## src/rtl/sync_edge_filter.sv

```systemverilog
// Glitch filter for a synchronised single-bit level: a new value must persist for
// STABLE_CYCLES samples before level_out follows, with edge pulses and a rise counter.
module sync_edge_filter #(
  parameter int unsigned STABLE_CYCLES = 4,
  parameter int unsigned CNT_WIDTH     = 8
) (
  input  logic                 clk,
  input  logic                 rst,
  input  logic                 sync_in,
  input  logic                 cnt_clr,
  output logic                 level_out,
  output logic                 rise_pulse,
  output logic                 fall_pulse,
  output logic [CNT_WIDTH-1:0] edge_count,
  output logic                 overflow
);

  localparam int unsigned CW = $clog2(STABLE_CYCLES + 1);
  // Counter value on the sample that completes a qualification; zero means a
  // single differing sample is enough, so the CHECK states are skipped.
  localparam logic [CW-1:0] STABLE_LAST = CW'(STABLE_CYCLES - 1);

  typedef enum logic [1:0] {
    LOW        = 2'd0,
    CHECK_HIGH = 2'd1,
    HIGH       = 2'd2,
    CHECK_LOW  = 2'd3
  } state_t;

  state_t               state_q, state_d;
  logic [CW-1:0]        stab_q, stab_d;
  logic                 level_q, level_d;
  logic                 rise_q, rise_d;
  logic                 fall_q, fall_d;
  logic [CNT_WIDTH-1:0] cnt_q, cnt_d;
  logic                 ovf_q, ovf_d;

  logic [CW-1:0]        stab_inc;
  logic                 stab_done;

  assign stab_inc  = stab_q + CW'(1);
  assign stab_done = (stab_q == STABLE_LAST);

  always_comb begin
    state_d = state_q;
    stab_d  = stab_q;
    level_d = level_q;
    rise_d  = 1'b0;
    fall_d  = 1'b0;
    unique case (state_q)
      LOW: begin
        if (sync_in) begin
          if (stab_done) begin
            state_d = HIGH;
            stab_d  = '0;
            level_d = 1'b1;
            rise_d  = 1'b1;
          end else begin
            state_d = CHECK_HIGH;
            stab_d  = stab_inc;
          end
        end
      end
      CHECK_HIGH: begin
        if (!sync_in) begin
          state_d = LOW;
          stab_d  = '0;
        end else if (stab_done) begin
          state_d = HIGH;
          stab_d  = '0;
          level_d = 1'b1;
          rise_d  = 1'b1;
        end else begin
          stab_d = stab_inc;
        end
      end
      HIGH: begin
        if (!sync_in) begin
          if (stab_done) begin
            state_d = LOW;
            stab_d  = '0;
            level_d = 1'b0;
            fall_d  = 1'b1;
          end else begin
            state_d = CHECK_LOW;
            stab_d  = stab_inc;
          end
        end
      end
      CHECK_LOW: begin
        if (sync_in) begin
          state_d = HIGH;
          stab_d  = '0;
        end else if (stab_done) begin
          state_d = LOW;
          stab_d  = '0;
          level_d = 1'b0;
          fall_d  = 1'b1;
        end else begin
          stab_d = stab_inc;
        end
      end
      default: begin
        state_d = LOW;
        stab_d  = '0;
        level_d = 1'b0;
      end
    endcase
  end

  // Clear takes effect before a coincident rise is counted.
  always_comb begin
    cnt_d = cnt_q;
    ovf_d = ovf_q;
    if (cnt_clr) begin
      cnt_d = '0;
      ovf_d = 1'b0;
    end
    if (rise_d) begin
      if (cnt_clr) begin
        cnt_d = CNT_WIDTH'(1);
      end else if (&cnt_q) begin
        ovf_d = 1'b1;
      end else begin
        cnt_d = cnt_q + CNT_WIDTH'(1);
      end
    end
  end

  always_ff @(posedge clk) begin
    if (rst) begin
      state_q <= LOW;
      stab_q  <= '0;
      level_q <= 1'b0;
      rise_q  <= 1'b0;
      fall_q  <= 1'b0;
      cnt_q   <= '0;
      ovf_q   <= 1'b0;
    end else begin
      state_q <= state_d;
      stab_q  <= stab_d;
      level_q <= level_d;
      rise_q  <= rise_d;
      fall_q  <= fall_d;
      cnt_q   <= cnt_d;
      ovf_q   <= ovf_d;
    end
  end

  assign level_out  = level_q;
  assign rise_pulse = rise_q;
  assign fall_pulse = fall_q;
  assign edge_count = cnt_q;
  assign overflow   = ovf_q;

endmodule

```

## config.mk

```make
export PLATFORM = sky130hd
export DESIGN_NAME = sync_edge_filter
export DESIGN_NICKNAME = d
export VERILOG_FILES = /design/src/rtl/sync_edge_filter.sv
export SDC_FILE = /design/constraint.sdc
export NUM_CORES = 1
export LEC_CHECK = 0
export CORE_MARGIN = 2
export CORE_UTILIZATION = 53
export CTS_CLUSTER_DIAMETER = 100
export CTS_CLUSTER_SIZE = 28
export DETAILED_ROUTE_END_ITERATION = 8
export GPL_TIMING_DRIVEN = 0
export PLACE_DENSITY = 0.86
export SLEW_MARGIN = 40
export SYNTH_ARGS = -nofsm -noshare
export SYNTH_HDL_FRONTEND = slang
export SYNTH_SLANG_ARGS = --single-unit
```

## constraint.sdc

```tcl
create_clock -name clk -period 3.2 [get_ports clk]
set_input_delay 0.64 -clock clk [delete_from_list [all_inputs] [get_ports clk]]
set_output_delay 0.64 -clock clk [all_outputs]
set_load 0.005 [all_outputs]
```

==> results.toml <==
[power]
vdd_drop_max_mv = 0.268
power-per-cell-area_mw_per_mm2 = 358
p_leak_nw = 0.381

[detailed_routing]
detail_route.wl_per_cell_um = 15.7
vias = 768
dr.pass1.iters = 4
drt-vias-per-instance = 6.35
drt-initial-drc-count = 3
postRouteWirelength_um = 1890
remaining_drc_errors = 0
final_antenna_net_count = 0

[critical_path]
crit_type = "reg -> out"
critical_path.max_stage_delay_ns = 0.56
worst_path_max_delay_cell = "sky130_fd_sc_hd__clkdlybuf4s50_1"
cp-start-kind = "register"
worstPathArrival_ns = 1.34
cp.required_ns = 2.56
crit-reg2reg-launch = "edge_count[0]"
path_cells = "clkdlybuf4s50_1"
critPathTopFamily = "buffers and inverters"
setup.worst_path.end_class = "output pin"
r2r-end = "edge_count[2]"
crit_buf_inv = 1
setup.reg_to_reg.worst_slack_ns = 1.46
worstRegToRegCells = 5
worstPathMaxFanout = 8

[clocking]
cts.path.max_buffers = 2
cts_max_level = 1
number_of_buffers_added_by_the_clock_tree_synthesis_step = 3
worstSkewPairLatency_ns = 0.29
cts_tree = "done"
clkSlewWorstSetupHoldPaths_ns = 0.10
postCtsSetupBuffers = 0
cts_resized = 0
numClockSinks = 17
cts_hold_buffers = 0
clockRootBuffer = "sky130_fd_sc_hd__clkbuf_4"

[global_route]
antenna_found_initial = 0
grt_pass1_vias = 730
globalRouteTotalUtil_pct = 23.0
grt_first_pass_wirelength_um = 3160
globalRoute.totalOverflow = 0
grt_start_max_net_pins = 11

[sta]
timing.final.crit_share_pct = 61.8
setup-violations-final = 0
timing.final.hold_violations = 0
fin_setup_tns_ns = 0
slew_headroom_pct = 67.9
unrepaired_setup_endpoints_after_global_routing = "no"
post-route-worst-setup-slack_ns = 1.22
skew_ns = 0.00311
post-route-min-period_ns = 1.98
tightestPinTransition_ns = 0.478
achievable_clock_frequency_ghz = 0.506
timing_max_transition_violations_final = 0

[floorplanning]
ios = 16
die_height_um = 43.6
die_footprint_sq_mm = 0.00190
die_x_extent_um = 43.6
num_rows = 14
floorplan.initialDensity_pct = 55.7
coreArea_sq_mm = 0.00149

[synth]
seq_area_frac_synth_pct = 41.0
synth_edf_count = 0
synth.distinct_cells = 41
synth-async-reset-ratio_pct = 0
postSynthCellCount = 86
synth_top_area_cells = "sky130_fd_sc_hd__dfxtp_1, sky130_fd_sc_hd__ha_1, sky130_fd_sc_hd__a21oi_1"
postSynthRegisterBits = 17
synth_area_leader_cell = "sky130_fd_sc_hd__dfxtp_1"
synth_warnings = 0
synth_top_flop_cell = "sky130_fd_sc_hd__dfxtp_1"
avgSynthCellArea_sq_um = 9.65
syn-num-nets = 93
synth.top_cell.area_share_pct = 41.0
cell_area_synth_sq_um = 830

[flow_run]
cap_viol_max_count = 0

[min_path]
worstHoldPathCells = 2
worstHoldEndpoint = "overflow"
min-delay-start = "overflow"
holdCritPathClass = "reg -> reg"

[place]
placement.setup.worst_slack_ns = 1.03
io_buffer_count = 15
globalplace.congestion = 0.798
hpwlAfterDp_um = 1360
dp.cells = 117

[final_layout]
layout_cell_share_with_drive_strength_beyond_1_pct = 10.5
multi_input_gate_area_sq_um = 464
final_nets = 113
area_growth_from_synthesis_to_final_layout_pct = 23.7
fillCellCount = 125
regArea_sq_um = 340
final-instance-count-excl-fill = 121
antenna_cells_inserted = 0

[status]
status = "completed"
==> metal layers <==
| metal | vias to the layer above | share of wire, % | track usage, % |
|---|---|---|---|
| li1 | 368 | - | - |
| met4 | 0 | 4.3 | 19.4 |
| met3 | 8 | 3.2 | 5.00 |
| met1 | 375 | 44 | 27.4 |
| met5 | - | 0 | 0 |
| met2 | 17 | 48 | 34.7 |
==> per-stage QoR <==
stage | cell area (sq um) | utilization, % | power (mW) | hold WS (ns)
floorplan | 830 | - | 0.240 | 0.461
detailed placement | 1000 | 67.1 | 0.254 | 0.472
CTS | 1030 | 68.9 | 0.369 | 0.495
finish | 1030 | 68.9 | 0.367 | 0.488
global route | 1030 | 68.9 | 0.381 | 0.529
global placement | 1000 | 67.1 | 0.252 | 0.446
==> synthesized netlist by cell type (2+ instances only) <==
cell and number:
sky130_fd_sc_hd__and3_1 2, sky130_fd_sc_hd__nand3_1 2, sky130_fd_sc_hd__nand2b_1 2, sky130_fd_sc_hd__nor2b_1 3
sky130_fd_sc_hd__nand2_1 5, sky130_fd_sc_hd__a41oi_1 2, sky130_fd_sc_hd__ha_1 3, sky130_fd_sc_hd__or3_1 2
sky130_fd_sc_hd__a21oi_1 5, sky130_fd_sc_hd__a311oi_1 2, sky130_fd_sc_hd__mux2i_1 2, sky130_fd_sc_hd__a211oi_1 2
sky130_fd_sc_hd__dfxtp_1 17, sky130_fd_sc_hd__and3b_1 2, sky130_fd_sc_hd__nand3b_1 2, sky130_fd_sc_hd__buf_2 2
sky130_fd_sc_hd__nor2_1 6, sky130_fd_sc_hd__a31oi_1 2
==> cells in the final DEF, fill, tap and decap left out, types with 2 or more instances in the layout <==
| master | n |
|---|---|
| sky130_fd_sc_hd__clkbuf_4 | 3 |
| sky130_fd_sc_hd__mux2i_1 | 2 |
| sky130_fd_sc_hd__and3b_1 | 2 |
| sky130_fd_sc_hd__clkdlybuf4s50_1 | 15 |
| sky130_fd_sc_hd__a31oi_1 | 2 |
| sky130_fd_sc_hd__dfxtp_1 | 17 |
| sky130_fd_sc_hd__nand2b_1 | 2 |
| sky130_fd_sc_hd__and3_1 | 2 |
| sky130_fd_sc_hd__buf_2 | 2 |
| sky130_fd_sc_hd__ha_1 | 3 |
| sky130_fd_sc_hd__a21oi_1 | 5 |
| sky130_fd_sc_hd__or3_1 | 2 |
| sky130_fd_sc_hd__nand3b_1 | 2 |
| sky130_fd_sc_hd__a41oi_1 | 2 |
| sky130_fd_sc_hd__nand2_1 | 5 |
| sky130_fd_sc_hd__a311oi_1 | 2 |
| sky130_fd_sc_hd__nand3_1 | 2 |
| sky130_fd_sc_hd__nor2_1 | 6 |
| sky130_fd_sc_hd__nor2b_1 | 3 |
| sky130_fd_sc_hd__a211oi_1 | 2 |
| sky130_fd_sc_hd__clkbuf_1 | 2 |
==> flip-flops by register name, summed over array words and instances, names as in the netlist <==
register    cells
edge_count      8
fall_pulse      1
level_out       1
overflow        1
rise_pulse      1
stab_q          3
state_q         2
==> cell type report <==
type	count	area share (%)
clock buffers	4	2.56
inverters	1	0.366
plain buffers	4	2.07
multi-input cells	64	45.2
well taps	16	1.95
repair buffers	15	14.6
flip-flops and latches	17	33.2
==> power breakdown <==
part	internal, mW	total [mW]	switching [mW]
Sequential	0.216	0.220	0.00408
Clock	0.0486	0.117	0.0688
Combinational	0.0153	0.0292	0.0139
==> logic make-up (layout without fill, tap and decap cells) <==
kind of cell	Yosys count	after routing	synth area share [%]
AO/OA/AOI/OAI	21	21	19.8
multiplexers	3	3	3.77
XOR/XNOR	1	1	1.06
adder cells (fa/ha/maj)	3	3	4.53
flip-flops	17	17	41.0
AND/OR/NAND/NOR	36	36	26.8
buffers and inverters	5	24	3.02
==> worst max path at each step <==
| stage | endpoint | slack, ns | cells after the start | startpoint |
|---|---|---|---|---|
| floorplan | stab_q[2] | 1.69 | 3 | sync_in |
| global placement | stab_q[2] | 1.06 | 4 | sync_in |
| detailed placement | stab_q[2] | 1.03 | 4 | sync_in |
| CTS | edge_count[0] | 1.23 | 1 | edge_count[0] |
| global route | stab_q[2] | 1.18 | 4 | sync_in |
| finish | edge_count[0] | 1.22 | 1 | edge_count[0] |
(Power assumes the default switching activity.)
